`src/rtl/dmx_pkg.sv`:
```
// Shared types and constants for the DMX512 transmit path.
package dmx_pkg;

    typedef enum logic [1:0] {
        ST_IDLE,
        ST_BREAK,
        ST_MAB,
        ST_SLOT
    } dmx_state_t;

    localparam int unsigned DMX_SLOT_BITS = 11;
    localparam int unsigned DMX_MAX_SLOTS = 512;
    localparam int unsigned DMX_CLK_DIV   = 48;

    function automatic int unsigned dmx_max3(input int unsigned a, input int unsigned b,
                                             input int unsigned c);
        int unsigned m;
        m = (a > b) ? a : b;
        return (m > c) ? m : c;
    endfunction

endpackage

```
`src/rtl/dmx_bit_timer.sv`:
```
// Restartable CLK_DIV divider; bit_tick marks the last clock of every bit time.
module dmx_bit_timer
    import dmx_pkg::*;
#(
    parameter int unsigned CLK_DIV = DMX_CLK_DIV
) (
    input  logic clk_In,
    input  logic rst,
    input  logic restart,
    output logic bit_tick
);

    localparam int unsigned   TW   = (CLK_DIV > 1) ? $clog2(CLK_DIV) : 1;
    localparam logic [TW-1:0] LAST = TW'(CLK_DIV - 1);

    logic [TW-1:0] cnt;

    always_ff @(posedge clk_In) begin
        if (rst || restart) begin
            cnt <= '0;
        end else if (cnt == LAST) begin
            cnt <= '0;
        end else begin
            cnt <= cnt + TW'(1);
        end
    end

    assign bit_tick = (cnt == LAST);

endmodule

```
`src/rtl/dmx_tx_framer.sv`:
```
// DMX512 packet framer: BREAK, MAB, start code, then SLOT_COUNT buffered slots.
module dmx_tx_framer
    import dmx_pkg::*;
#(
    parameter int unsigned CLK_DIV    = DMX_CLK_DIV,
    parameter int unsigned BREAK_BITS = 25,
    parameter int unsigned MAB_BITS   = 3,
    parameter int unsigned SLOT_COUNT = DMX_MAX_SLOTS
) (
    input  logic       clk_In,
    input  logic       rst,
    input  logic       start,
    input  logic [7:0] start_code,
    output logic       rd_en,
    output logic [8:0] rd_addr,
    input  logic [7:0] rd_data,
    output logic       tx,
    output logic       busy,
    output logic       done
);

    localparam int unsigned PH_MAX = dmx_max3(BREAK_BITS, MAB_BITS, DMX_SLOT_BITS);
    localparam int unsigned PH_W   = $clog2(PH_MAX);

    localparam logic [PH_W-1:0] BREAK_LAST = PH_W'(BREAK_BITS - 1);
    localparam logic [PH_W-1:0] MAB_LAST   = PH_W'(MAB_BITS - 1);
    localparam logic [PH_W-1:0] BIT_STOP1  = PH_W'(9);
    localparam logic [PH_W-1:0] BIT_LAST   = PH_W'(DMX_SLOT_BITS - 1);
    localparam logic [9:0]      SLOT_LAST  = 10'(SLOT_COUNT);

    dmx_state_t      state, state_nxt;
    logic [PH_W-1:0] phase, phase_nxt, phase_inc;
    logic [9:0]      slot, slot_nxt;
    logic [7:0]      shift_reg, shift_nxt;
    logic [7:0]      next_byte, next_byte_nxt;
    logic            rd_pend;
    logic            tx_nxt, busy_nxt, done_nxt, rd_en_nxt;
    logic [8:0]      rd_addr_nxt;
    logic            bit_tick;

    // Holding the divider in reset while idle aligns the first BREAK bit to acceptance.
    dmx_bit_timer #(
        .CLK_DIV (CLK_DIV)
    ) u_bit_timer (
        .clk_In   (clk_In),
        .rst      (rst),
        .restart  (state == ST_IDLE),
        .bit_tick (bit_tick)
    );

    always_ff @(posedge clk_In) begin
        if (rst) begin
            state     <= ST_IDLE;
            phase     <= '0;
            slot      <= '0;
            shift_reg <= '0;
            next_byte <= '0;
            rd_pend   <= 1'b0;
            tx        <= 1'b1;
            busy      <= 1'b0;
            done      <= 1'b0;
            rd_en     <= 1'b0;
            rd_addr   <= '0;
        end else begin
            state     <= state_nxt;
            phase     <= phase_nxt;
            slot      <= slot_nxt;
            shift_reg <= shift_nxt;
            next_byte <= next_byte_nxt;
            rd_pend   <= rd_en;
            tx        <= tx_nxt;
            busy      <= busy_nxt;
            done      <= done_nxt;
            rd_en     <= rd_en_nxt;
            rd_addr   <= rd_addr_nxt;
        end
    end

    always_comb begin
        state_nxt     = state;
        phase_nxt     = phase;
        phase_inc     = phase + PH_W'(1);
        slot_nxt      = slot;
        shift_nxt     = shift_reg;
        next_byte_nxt = rd_pend ? rd_data : next_byte;
        tx_nxt        = tx;
        busy_nxt      = busy;
        done_nxt      = 1'b0;
        rd_en_nxt     = 1'b0;
        rd_addr_nxt   = rd_addr;

        unique case (state)
            ST_IDLE: begin
                tx_nxt   = 1'b1;
                busy_nxt = 1'b0;
                // The done cycle is already IDLE, but a start there must not be taken.
                if (start && !done) begin
                    state_nxt = ST_BREAK;
                    phase_nxt = '0;
                    slot_nxt  = '0;
                    shift_nxt = start_code;
                    tx_nxt    = 1'b0;
                    busy_nxt  = 1'b1;
                end
            end
            ST_BREAK: begin
                if (bit_tick) begin
                    if (phase == BREAK_LAST) begin
                        state_nxt   = ST_MAB;
                        phase_nxt   = '0;
                        tx_nxt      = 1'b1;
                        rd_en_nxt   = 1'b1;
                        rd_addr_nxt = '0;
                    end else begin
                        phase_nxt = phase_inc;
                    end
                end
            end
            ST_MAB: begin
                if (bit_tick) begin
                    if (phase == MAB_LAST) begin
                        state_nxt = ST_SLOT;
                        phase_nxt = '0;
                        tx_nxt    = 1'b0;
                    end else begin
                        phase_nxt = phase_inc;
                    end
                end
            end
            ST_SLOT: begin
                if (bit_tick) begin
                    if (phase == BIT_LAST) begin
                        phase_nxt = '0;
                        if (slot == SLOT_LAST) begin
                            state_nxt = ST_IDLE;
                            slot_nxt  = '0;
                            tx_nxt    = 1'b1;
                            busy_nxt  = 1'b0;
                            done_nxt  = 1'b1;
                        end else begin
                            slot_nxt  = slot + 10'd1;
                            shift_nxt = next_byte;
                            tx_nxt    = 1'b0;
                        end
                    end else begin
                        phase_nxt = phase_inc;
                        if (phase_inc < BIT_STOP1) begin
                            tx_nxt    = shift_reg[0];
                            shift_nxt = {1'b0, shift_reg[7:1]};
                        end else begin
                            tx_nxt = 1'b1;
                            // Slot k (1..SLOT_COUNT-1) fetches the byte for slot k+1; slot 1's came in MAB.
                            if (phase_inc == BIT_STOP1 && slot != 10'd0 && slot != SLOT_LAST) begin
                                rd_en_nxt   = 1'b1;
                                rd_addr_nxt = slot[8:0];
                            end
                        end
                    end
                end
            end
            default: state_nxt = ST_IDLE;
        endcase
    end

endmodule

```
`config.mk`:
```
export PLATFORM = sky130hd
export DESIGN_NAME = dmx_tx_framer
export DESIGN_NICKNAME = d
export VERILOG_FILES = /design/src/rtl/dmx_pkg.sv /design/src/rtl/dmx_bit_timer.sv /design/src/rtl/dmx_tx_framer.sv
export SDC_FILE = /design/constraint.sdc
export NUM_CORES = 1
export LEC_CHECK = 0
export CORE_MARGIN = 3
export CORE_UTILIZATION = 35
export CTS_CLUSTER_SIZE = 14
export DETAILED_ROUTE_END_ITERATION = 8
export GPL_ROUTABILITY_DRIVEN = 1
export GPL_TIMING_DRIVEN = 0
export PLACE_DENSITY = 0.64
export SETUP_SLACK_MARGIN = 0.4
export SYNTH_ARGS = -nofsm -noshare
export SYNTH_HDL_FRONTEND = slang
export SYNTH_SLANG_ARGS = --single-unit
```
`constraint.sdc`:
```
create_clock -name clk_In -period 2.35 [get_ports clk_In]
set_input_delay 0.47 -clock clk_In [delete_from_list [all_inputs] [get_ports clk_In]]
set_output_delay 0.47 -clock clk_In [all_outputs]
set_load 0.03 [all_outputs]
```
After elaboration in Yosys (flattened, before gate mapping)

Index checks and enable logic that the tools add are counted.
Widths: inputs -> output; s select.

Add/subtract/negate cells: 3
Magnitude comparators: 1
Equality and inequality tests: 23
Multiplexer cells: 57
Bitwise operators: 3
Reductions and logical operators: 18

Operators with widths:

| kind                  | count |
|---|---|
| $mux 9                | 6 |
| $mux 10               | 4 |
| $mux 8                | 5 |
| $mux 5                | 7 |
| $ne 2x2->1 const B    | 11 |
| $pmux 10 s2           | 1 |
| $pmux 5 s4            | 1 |
| $mux 1                | 19 |
| $pmux 9 s2            | 1 |
| $mux 2                | 8 |
| $pmux 8 s2            | 1 |
| $reduce_and 4->1      | 3 |
| $add 10x1->10 const B | 1 |
| $eq 10x10->1 const B  | 1 |
| $eq 5x4->1 const B    | 2 |
| $ne 10x10->1 const B  | 1 |
| $reduce_and 5->1      | 2 |
| $reduce_bool 10->1    | 1 |
| $pmux 2 s4            | 1 |
| $reduce_and 8->1      | 1 |
| $reduce_and 7->1      | 1 |
| $add 6x1->6 const B   | 1 |
| $eq 6x6->1 const B    | 1 |
| $ne 3x3->1 const B    | 2 |
| other kinds (16)      | 23 |

Register bits: 53
Input bits: 19
Output and inout port bits: 13
Word-level logic and storage cells: 117

Depth between registers and ports, before layout

Gate-level depths: netlist of run 1.

Word-level depth: 9
Gate-level depth with buffers: 9
Gate-level depth less buffers: 7

By module

From an unflattened synthesis of run 1, not the netlist that was laid out.

Cells, all modules: 311
Area total of the unflattened synthesis: 2,829.0 um^2

By module, submodules not included:

| module        | times used | cells an instance | area each (um^2) | sequential area each (um^2) |
|---|---|---|---|---|
| dmx_tx_framer | 1          | 285               | 2,583.7          | 940.9 |
| dmx_bit_timer | 1          | 26                | 245.2            | 120.1 |

Least setup slack after synthesis of run 1

Ideal clock, no wire load.

Path kind: register -> register
Start point: register slot[0]
End point: register shift_reg[0]
Setup time: 0.121 ns
Data arrival time: 2.142 ns
Required time: 2.229 ns
Path slack: 0.088 ns
Cell stages (with the launch flop): 9
Buffers on the path: 1
Clock period less this slack: 2.262 ns
Path through: dfxtp_1 -> inv_1 -> ha_1 -> or4b_1 -> or3_1 -> o211ai_1 -> or2_1 -> buf_4 -> mux2_2

Longest elaborated chain between the ends: 3

Ends and longest elaborated chain:

| item                              | line                 | RTL |
|---|---|---|
| start, declared                   | dmx_tx_framer.sv:33  | `logic [9:0] slot, slot_nxt;` |
| start signal, assigned            | dmx_tx_framer.sv:67  | `slot <= slot_nxt;` |
| $eq 10x10->1                      | dmx_tx_framer.sv:134 | `if (slot == SLOT_LAST) begin` |
| $ne 3x3->1 (no source line)       | --                   |  |
| $reduce_and 5->1 (no source line) | --                   |  |
| end signal, assigned              | dmx_tx_framer.sv:68  | `shift_reg <= shift_nxt;` |
| end, declared                     | dmx_tx_framer.sv:34  | `logic [7:0] shift_reg, shift_nxt;` |

No other way between the ends.
A chain may end at the register's enable or synchronous reset.

Final worst setup path of run 1

Start point: register slot[0]
End point: register shift_reg[6]

Same word-level chain as after synthesis.

==> results of run 1 <==
critical path, delay by kind of cell (launching register included):
family                   cells  cell delay, ps
AO/OA/AOI/OAI                1             200
adder cells (fa/ha/maj)      1             120
buffers and inverters        2             210
flip-flops                   1             350
multiplexers                 1             310
AND/OR/NAND/NOR              3             960
routing by layer:
layer	vias to the layer above	global-route usage, %	share of wire, %
met5	-	0	0
met4	0	6.490	1.9
met3	14	2.869	4.2
met2	48	24.19	46
met1	1114	20.76	48
li1	1205	-	-
final cells by class:
class,count,area share [%]
Multi-Input combinational cell,222,46.96
Sequential cell,53,29.07
Timing Repair Buffer,49,12.91
Buffer,19,4.192
Tap cell,99,3.347
Clock buffer,6,1.961
Inverter,11,1.183
Clock inverter,2,0.3719
worst min path at each step:
stage	startpoint	to	slack [ps]	depth (start not counted)
2_1_floorplan	u_bit_timer.cnt[0]$_SDFF_PP0_	u_bit_timer.cnt[0]$_SDFF_PP0_	410	1
3_5_place_dp	u_bit_timer.cnt[0]$_SDFF_PP0_	u_bit_timer.cnt[0]$_SDFF_PP0_	450	1
3_3_place_gp	u_bit_timer.cnt[0]$_SDFF_PP0_	u_bit_timer.cnt[0]$_SDFF_PP0_	430	1
5_1_grt	u_bit_timer.cnt[0]$_SDFF_PP0_	u_bit_timer.cnt[0]$_SDFF_PP0_	470	1
6_report	u_bit_timer.cnt[0]$_SDFF_PP0_	u_bit_timer.cnt[0]$_SDFF_PP0_	450	1
4_1_cts	u_bit_timer.cnt[0]$_SDFF_PP0_	u_bit_timer.cnt[0]$_SDFF_PP0_	460	1
Yosys cell counts (6+ instances only):
library cell	number
a21oi_1	21
a22o_1	9
and3_1	13
clkbuf_1	7
dfxtp_1	53
ha_1	10
inv_1	11
mux2_2	7
mux2i_1	10
nand2_1	17
nand3_1	8
nor2_1	30
nor2b_1	10
o21ai_0	7
xnor2_1	6
xor2_1	8
cell families (layout without fill, tap and decap cells):
| family | Yosys count | after routing | share of synthesized area [%] |
|---|---|---|---|
| adders and majority gates | 10 | 10 | 4.545 |
| and+or+nand+nor | 117 | 117 | 23.68 |
| xor gates and xnor gates | 14 | 14 | 4.455 |
| muxes | 17 | 17 | 6.500 |
| AOI/OAI and AO/OA | 64 | 64 | 16.09 |
| buffers and inverters | 30 | 87 | 6.182 |
| DFF | 53 | 53 | 38.55 |
timing repair:
action                                  in CTS  in global routing
endpoints found under the setup margin      36                 38
resized for setup                           20                 22
buffers inserted                            14                  4
pin swaps                                    7                  9
per-stage QoR:
step	setup WS [ps]	setup TNS [ps]
after global placement	-325.7	-1713
after floorplan	176.2	0
after CTS	106.1	0
after global routing	0.4554	0
after detailed placement	-328.9	-1758
final	99.04	0
power by group through the flow:
| stage | Sequential (mW) | Clock [mW] | Combinational [mW] |
|---|---|---|---|
| finish | 1.05 | 0.534 | 1.36 |
| global route | 1.06 | 0.579 | 1.46 |
| CTS | 1.05 | 0.545 | 1.17 |
| detailed placement | 1.08 | 0 | 0.991 |
| global placement | 1.08 | 0 | 0.975 |
| floorplan | 1.08 | 0 | 0.737 |
==> results.sh, run 1 <==
export IMPL_status="completed"
export IMPL_die_h_um=94.69
export IMPL_cts_htree_levels=2
export IMPL_finalInstanceArea_sq_um=3701
export IMPL_reg_largest_list="slot: 10 flops, rd_addr: 9 flops"
export IMPL_reg2regPathDepth=8
export IMPL_drive_above_1_share_pct=24.03
export IMPL_gp_congestion=0.8100
export IMPL_drcViolationCount=0
export IMPL_fmax_mhz=444.3
export IMPL_grt_setup_unrepaired="true"
export IMPL_slew_violations=0
export IMPL_p_total_mw=2.942
export IMPL_leakagePower_nw=1.379
export IMPL_syn_avg_cell_area_sq_um=9.025
export IMPL_required_ps=2560
export IMPL_clk_path_buf_depth=2
export IMPL_synth_enable_flop_cells=0
export IMPL_wl_per_cell_um=14.71
export IMPL_clk_pin_slew_ps=100
export IMPL_vias=2381
export IMPL_rr_endpoint="shift_reg[6]$_SDFFE_PP0P_"
export IMPL_hold_buffers=0
export IMPL_power_frac_seq_pct=35.8
export IMPL_antenna_found_initial=0
export IMPL_drt_iter0_drc=155
export IMPL_syn_area_sq_um=2753
export IMPL_yosysTopAreaCell="dfxtp_1"
export IMPL_worstSetupPathType="reg -> reg"
export IMPL_p_sw_share_pct=36.44
export IMPL_layoutNonFillerInstCount=461
export IMPL_hpwl_um=4556
export IMPL_synth_top_cell_area_share_pct=38.55
export IMPL_synth_async_reset_ratio_pct=0
export IMPL_seq_area_frac_synth_pct=38.55
export IMPL_cts_tree="done"
export IMPL_viasPerCell=5.165
export IMPL_synth_cell_types=60
export IMPL_slowest_stage="or4b_4"
export IMPL_syn_num_nets=334
export IMPL_wirelength_um=6782
export IMPL_yosys_top_cells_area="dfxtp_1 39%, ha_1 4.5%, nor2_1 4.1%"
export IMPL_period_share_pct=95.79
export IMPL_path_cells="inv_2 > ha_1 > or4b_4 > or3_4 > o211ai_1 > or2_1 > buf_6 > mux2_4"
export IMPL_std_cell_rows=31
export IMPL_hold_viol=0
export IMPL_cpPeakStageDelay_ps=470
export IMPL_yosysWarnings=0
export IMPL_setup_viol=0
export IMPL_crit_start="slot[0]$_SDFFE_PP0P_"
export IMPL_rr_startpoint="slot[0]$_SDFFE_PP0P_"
export IMPL_p_int_mw=1.870
export IMPL_relSlewSlack_pct=62.64
export IMPL_die_x_um=94.69
export IMPL_io_buffers=31
export IMPL_root_buffer="clkbuf_8"
export IMPL_arrival_ps=2460
export IMPL_grt_pass1_wl_um=11050
export IMPL_power_switching_mw=1.072
export IMPL_rrSetupSlack_ps=100
export IMPL_largest_reg_flops=10
export IMPL_worstMarginPinSlew_ps=560.4
export IMPL_yosys_most_used_dff="dfxtp_1"
export IMPL_p_comb_share_pct=46.1
export IMPL_grt_overflow=0
export IMPL_grt_max_degree=17
export IMPL_cp_end_kind="flip-flop"
export IMPL_irDropWorstVdd_mv=0.3514
export IMPL_core_region_area_sq_um=7447
export IMPL_die_area_sq_um=8965
export IMPL_p_clk_share_pct=18.2
export IMPL_cts_sinks=53
export IMPL_dr_pass1_iters=4
export IMPL_hp_class="reg -> reg"
export IMPL_finalClockSkew_ps=10.78
export IMPL_path_max_fanout=8
export IMPL_endpoint="shift_reg[6]$_SDFFE_PP0P_"
export IMPL_initial_core_util_pct=36.96
export IMPL_whs_ps=450.7
export IMPL_ant_nets=0
export IMPL_ios=32
export IMPL_register_area_sq_um=1076
export IMPL_fin_nets=390
export IMPL_grtUsageTotal_pct=15.44
export IMPL_drv_cap=0
export IMPL_fillers=723
export IMPL_area_delta_synth_final_pct=34.45
export IMPL_clock_latency_ps=320
export IMPL_dp_cells=435
export IMPL_numCtsBuffers=5
export IMPL_most_common_layout_cells="49 x dfxtp_1, 31 x clkdlybuf4s50_1, 30 x nor2_1"
export IMPL_final_util_pct=49.70
export IMPL_dpl_cell_area_sq_um=3279
export IMPL_multi_input_area_sq_um=1738
export IMPL_syn_instance_count=305
export IMPL_final_common_cell="dfxtp_1"
export IMPL_powerDensity_nw_per_um2=794.8
export IMPL_critical_path_startpoint_type="flip-flop"
export IMPL_regMostFlops="slot"
export IMPL_diodes=0
export IMPL_ys_ff_latch=53
export IMPL_period_needed_ps=2251
export IMPL_grt_pass1_vias=2346
No activity file was read; power rests on OpenSTA's default activity.
==> inputs of run 2 (changes only) <==
- ABC_AREA: not set -> 1
==> run 2 against run 1 <==
Against the previous run: die area up 1.5%; critical path depth is 7 lower; hold slack got worse by 2.3 ps; sequential share of layout area is 2.3 points higher; power up 13%; synthesized cell count grew 29%; final cell count increased by 15%; clock power up 13%; critical endpoint is now tx.
==> results.sh, run 2 <==
export IMPL_status="completed"
export IMPL_fillers=760
export IMPL_hpwl_um=4903
export IMPL_yosysWarnings=0
export IMPL_synth_cell_types=41
export IMPL_viasPerCell=4.753
export IMPL_drive_above_1_share_pct=14.15
export IMPL_cp_num_buf_inv=1
export IMPL_syn_area_sq_um=2796
export IMPL_fmax_mhz=555.7
export IMPL_syn_num_nets=421
export IMPL_required_ps=1880
export IMPL_cts_tree="done"
export IMPL_diodes=0
export IMPL_yosys_top_cells_area="dfxtp_1 38%, nand2_1 10%, nor2_1 6.6%"
export IMPL_rrSetupSlack_ps=560
export IMPL_grt_pass1_vias=2533
export IMPL_synth_enable_flop_cells=0
export IMPL_grt_pass1_wl_um=11390
export IMPL_path_cells="clkdlybuf4s50_1"
export IMPL_clk_pin_slew_ps=80
export IMPL_worstSetupPathType="reg -> out"
export IMPL_area_delta_synth_final_pct=21.43
export IMPL_p_total_mw=3.316
export IMPL_slew_violations=0
export IMPL_fin_ws_ps=550.4
export IMPL_leakagePower_nw=1.296
export IMPL_finalSetupTns_ps=0
export IMPL_cpPeakStageDelay_ps=680
export IMPL_path_max_fanout=2
export IMPL_drv_cap=0
export IMPL_preCtsSetupSlack_ps=201.1
export IMPL_crit_start="tx$_SDFFE_PP1P_"
export IMPL_drt_iter0_drc=116
export IMPL_most_common_layout_cells="76 x nand2_1, 50 x dfxtp_1, 47 x nor2_1"
export IMPL_cts_htree_levels=2
export IMPL_numCtsBuffers=5
export IMPL_clk_path_buf_depth=2
export IMPL_antenna_found_initial=0
export IMPL_yosysTopAreaCell="dfxtp_1"
export IMPL_root_buffer="clkbuf_8"
export IMPL_period_needed_ps=1800
export IMPL_hold_buffers=0
export IMPL_wirelength_um=6500
export IMPL_seq_area_frac_synth_pct=37.94
export IMPL_relSlewSlack_pct=64.90
export IMPL_dr_pass1_iters=4
export IMPL_ios=32
export IMPL_initial_core_util_pct=37.36
export IMPL_grt_max_degree=16
export IMPL_die_h_um=95.39
export IMPL_ant_nets=0
export IMPL_synthTopCellsByCount="78 x nand2_1, 53 x dfxtp_1, 49 x nor2_1"
export IMPL_std_cell_rows=31
export IMPL_setup_viol=0
export IMPL_period_share_pct=76.58
export IMPL_grtUsageTotal_pct=15.73
export IMPL_drcViolationCount=0
export IMPL_hp_class="reg -> reg"
export IMPL_rr_startpoint="phase[0]$_SDFFE_PP0P_"
export IMPL_fin_nets=460
export IMPL_largest_reg_flops=10
export IMPL_clock_latency_ps=310
export IMPL_cts_sinks=53
export IMPL_final_common_cell="nand2_1"
export IMPL_gp_congestion=0.9065
export IMPL_grt_setup_unrepaired="true"
export IMPL_hold_depth=1
export IMPL_reg_largest_list="slot: 10 flops, rd_addr: 9 flops"
export IMPL_yosys_most_used_dff="dfxtp_1"
export IMPL_arrival_ps=1330
export IMPL_die_x_um=95.39
export IMPL_irDropWorstVdd_mv=0.4517
export IMPL_reg2regPathDepth=12
export IMPL_slowest_stage="clkdlybuf4s50_1"
export IMPL_syn_avg_cell_area_sq_um=7.134
export IMPL_cp_end_kind="primary output"
export IMPL_ys_ff_latch=53
export IMPL_core_region_area_sq_um=7486
export IMPL_die_area_sq_um=9098
export IMPL_grt_overflow=0
export IMPL_vias=2519
export IMPL_hold_viol=0
export IMPL_crit_family="buffers and inverters"
export IMPL_powerDensity_nw_per_um2=976.5
export IMPL_wl_per_cell_um=12.26
export IMPL_min_from="u_bit_timer.cnt[0]$_SDFF_PP0_"
export IMPL_io_buffers=30
export IMPL_regMostFlops="slot"
export IMPL_rr_endpoint="rd_addr[4]$_SDFFE_PP0P_"
export IMPL_synth_most_common_cell="nand2_1"
export IMPL_synth_top_cell_area_share_pct=37.94
export IMPL_critical_path_startpoint_type="flip-flop"
export IMPL_syn_instance_count=392
export IMPL_whs_endpoint="u_bit_timer.cnt[0]$_SDFF_PP0_"
export IMPL_synth_async_reset_ratio_pct=0
export IMPL_worstMarginPinSlew_ps=526.6
export IMPL_finalClockSkew_ps=12.86
run 2: cell count changes after synthesis, sizes merged, moves of 8 or more:
cell / delta
nor3: +12
nor2b: -10
a22o: -8
nand3: +11
inv: +39
o21ai: +22
and3: -14
a21oi: +12
nand2: +67
mux2i: -10
nor2: +27
run 2: worst max-delay path by stage:
stage                     cells after the start                         to
after floorplan                              11  shift_reg[0]$_SDFFE_PP0P_
after global placement                       10       slot[5]$_SDFFE_PP0P_
after detailed placement                     10       slot[5]$_SDFFE_PP0P_
after CTS                                    11  shift_reg[6]$_SDFFE_PP0P_
after global routing                         12    rd_addr[2]$_SDFFE_PP0P_
final                                         1                         tx
run 2: per-layer routing:
layer / up-vias / GRT usage, % / routed length, um
li1: 1351 / - / -
met1: 1122 / 19.65 / 2985
met2: 39 / 27.46 / 3226
met3: 7 / 3.157 / 215
met4: 0 / 4.265 / 72
met5: - / 0 / 0
run 2: cell families after synthesis:
kind of cell / after synthesis / synth area share (%)
AND/OR/NAND/NOR: 199 / 34.90
adder cells (fa/ha/maj): 10 / 4.474
XOR/XNOR: 2 / 0.6265
flip-flops: 53 / 37.94
buffers and inverters: 61 / 8.993
AO/OA/AOI/OAI: 67 / 13.07
run 2: layout make-up:
cell class	instances	area, sq um	area share [%]
well taps	99	123.9	3.648
multi-input cells	278	1529	45.03
clock inverters	2	35.03	1.032
inverters	52	205.2	6.043
plain buffers	9	53.80	1.584
clock buffers	5	68.82	2.027
repair buffers	32	315.3	9.285
flip-flops and latches	53	1065	31.36
run 2: per-stage QoR:
stage	hold slack (ps)	util, %	instances	instance area (sq um)
5_1_grt	461.4	45.36	530	3396
4_1_cts	450.4	44.41	528	3324
6_report	448.4	45.36	530	3396
3_5_place_dp	435.6	43.02	521	3221
2_1_floorplan	417.6	-	392	2796
3_3_place_gp	430.3	43.02	521	3221
run 2: power breakdown:
group | total (mW) | switching (mW) | internal (mW)
clock network | 0.604 | 0.294 | 0.310
logic | 1.58 | 1.02 | 0.563
registers | 1.13 | 0.0957 | 1.03
run 2: what timing repair did:
item,CTS,global route
resized for setup,0,22
setup endpoints to repair,0,35
hold endpoints to repair,0,0
buffers inserted,0,2
==> inputs of run 3 (changes only) <==
- PLACE_DENSITY: 0.64 -> 0.62
- clock period: 2.35 -> 1.9 ns (I/O delays scaled with it)
==> run 3 against run 2 <==
Against the previous run: first-iteration DRC count is 95% higher; sequential cell count did not move; non-clock buffer count grew 14; die area stayed put; final area rose by 14%; setup slack got worse by 380 ps.
==> results.sh, run 3 (synthesis gave the netlist of run 2 again) <==
export IMPL_worstSetupPathType="reg -> reg"
export IMPL_period_needed_ps=1725
export IMPL_finalClockSkew_ps=14.04
export IMPL_area_delta_synth_final_pct=38.97
export IMPL_arrival_ps=1940
export IMPL_wl_per_cell_um=14.12
export IMPL_initial_core_util_pct=37.36
export IMPL_hold_viol=0
export IMPL_fmax_mhz=579.7
export IMPL_required_ps=2110
export IMPL_viasPerCell=5.106
export IMPL_largest_reg_flops=10
export IMPL_regMostFlops="slot"
export IMPL_clock_latency_ps=320
export IMPL_clk_path_buf_depth=2
export IMPL_slowest_stage="dfxtp_4"
export IMPL_fin_ws_ps=175.1
export IMPL_die_area_sq_um=9098
export IMPL_io_buffers=30
export IMPL_critical_path_startpoint_type="flip-flop"
export IMPL_std_cell_rows=31
export IMPL_grtUsageTotal_pct=17.18
export IMPL_grt_overflow=0
export IMPL_core_region_area_sq_um=7486
export IMPL_antenna_found_initial=0
export IMPL_hp_class="in -> reg"
export IMPL_powerDensity_nw_per_um2=1289
export IMPL_cts_sinks=53
export IMPL_relSlewSlack_pct=63.42
export IMPL_grt_pass1_vias=2559
export IMPL_reg_largest_list="slot: 10 flops, rd_addr: 9 flops"
export IMPL_drcViolationCount=0
export IMPL_dpl_cell_area_sq_um=3336
export IMPL_cpPeakStageDelay_ps=410
export IMPL_final_common_cell="nand2_1"
export IMPL_leakagePower_nw=1.461
export IMPL_period_share_pct=90.78
export IMPL_numCtsBuffers=5
export IMPL_gp_congestion=0.8742
export IMPL_wirelength_um=7722
export IMPL_grt_max_degree=19
export IMPL_finalInstanceArea_sq_um=3886
export IMPL_irDropWorstVdd_mv=0.5677
export IMPL_slew_violations=0
export IMPL_clk_pin_slew_ps=110
export IMPL_fin_nets=476
export IMPL_grt_pass1_wl_um=12290
export IMPL_cts_tree="done"
export IMPL_setup_viol=0
export IMPL_diodes=0
export IMPL_finalSetupTns_ps=0
export IMPL_dr_pass1_iters=5
export IMPL_die_h_um=95.39
export IMPL_vias=2793
export IMPL_ios=32
export IMPL_cts_htree_levels=2
export IMPL_path_cells="inv_4 > ha_4 > inv_2 > nand2_2 > a21oi_4 > nor2_4 > o21ai_4 > nand2_4 > buf_8 > nor3_4 > nor2_1"
export IMPL_most_common_layout_cells="62 x nand2_1, 44 x dfxtp_1, 39 x nor2_1"
export IMPL_path_max_fanout=5
export IMPL_ant_nets=0
export IMPL_p_total_mw=5.011
export IMPL_status="completed"
export IMPL_cp_end_kind="flip-flop"
export IMPL_final_util_pct=51.91
export IMPL_drive_above_1_share_pct=31.03
export IMPL_drt_iter0_drc=226
export IMPL_root_buffer="clkbuf_8"
export IMPL_grt_setup_unrepaired="true"
export IMPL_worstMarginPinSlew_ps=548.7
export IMPL_die_x_um=95.39
export IMPL_preCtsSetupSlack_ps=-224.3
export IMPL_drv_cap=0
export IMPL_hpwl_um=5123
## run 3: cell types whose count changed in the layout (fill, tap and decap cells not counted), sizes merged, moves of 4 or more
cell,change
dlygate4sd2,+5
clkdlybuf4s50,-13
inv,+4
clkdlybuf4s15,+5
clkbuf,+4
buf,+13
## run 3: per-stage QoR
step / hold slack, ps / cells
6_report: 416.6 / 547
5_1_grt: 434.0 / 547
4_1_cts: 425.0 / 539
3_5_place_dp: 409.6 / 521
3_3_place_gp: 415.0 / 521
2_1_floorplan: 419.8 / 392
## run 3: where the power goes
part	internal (mW)	switching, mW	total [mW]	leakage, nW
sequential	1.29	0.145	1.44	0.436
combinational	1.18	1.72	2.90	0.976
clock	0.268	0.402	0.670	0.0491
## run 3: worst paths after layout
kind                                    end                   from  slack (ps)  cells after the start
hold / removal         slot[7]$_SDFFE_PP0P_                    rst         420                      2
setup / recovery  shift_reg[6]$_SDFFE_PP0P_  phase[0]$_SDFFE_PP0P_         180                     11
setup reg to reg  shift_reg[6]$_SDFFE_PP0P_  phase[0]$_SDFFE_PP0P_         180                     11
hold reg to reg          rd_pend$_SDFF_PP0_       rd_en$_SDFF_PP0_         420                      2
## run 3: timing repair
action                     4_1_cts  5_1_grt
hold endpoints to repair         0        0
buffers inserted                 8        6
hold buffers                     0        0
gates cloned                     2        2
pin swaps                       13       20
gates resized for setup         66       50
setup endpoints to repair       50       51
## run 3: routing by layer
metal  vias up  global-route usage [%]  routed length [um]
li1       1390                       -                   -
met1      1295                   23.35                3491
met2        87                   27.06                3521
met3        21                   3.867                 539
met4         0                   5.450                 170
met5         -                       0                   0
## run 3: area by class of cell
type                    count  area (sq um)
flip-flops and latches     53          1082
plain buffers               9         61.31
clock inverters             3         23.77
inverters                  52         224.0
multi-input cells         279          1863
clock buffers               5         68.82
repair buffers             46         432.9
repair inverters            1         6.256
well taps                  99         123.9
fillers                   727          3600
## run 3: worst max-delay path, delay by kind of cell, from the launching register on
kind | cells | cell delay, ps
adder cells (fa/ha/maj) | 1 | 240
buffers and inverters | 3 | 260
AND/OR/NAND/NOR | 5 | 410
AO/OA/AOI/OAI | 2 | 310
flip-flops | 1 | 410
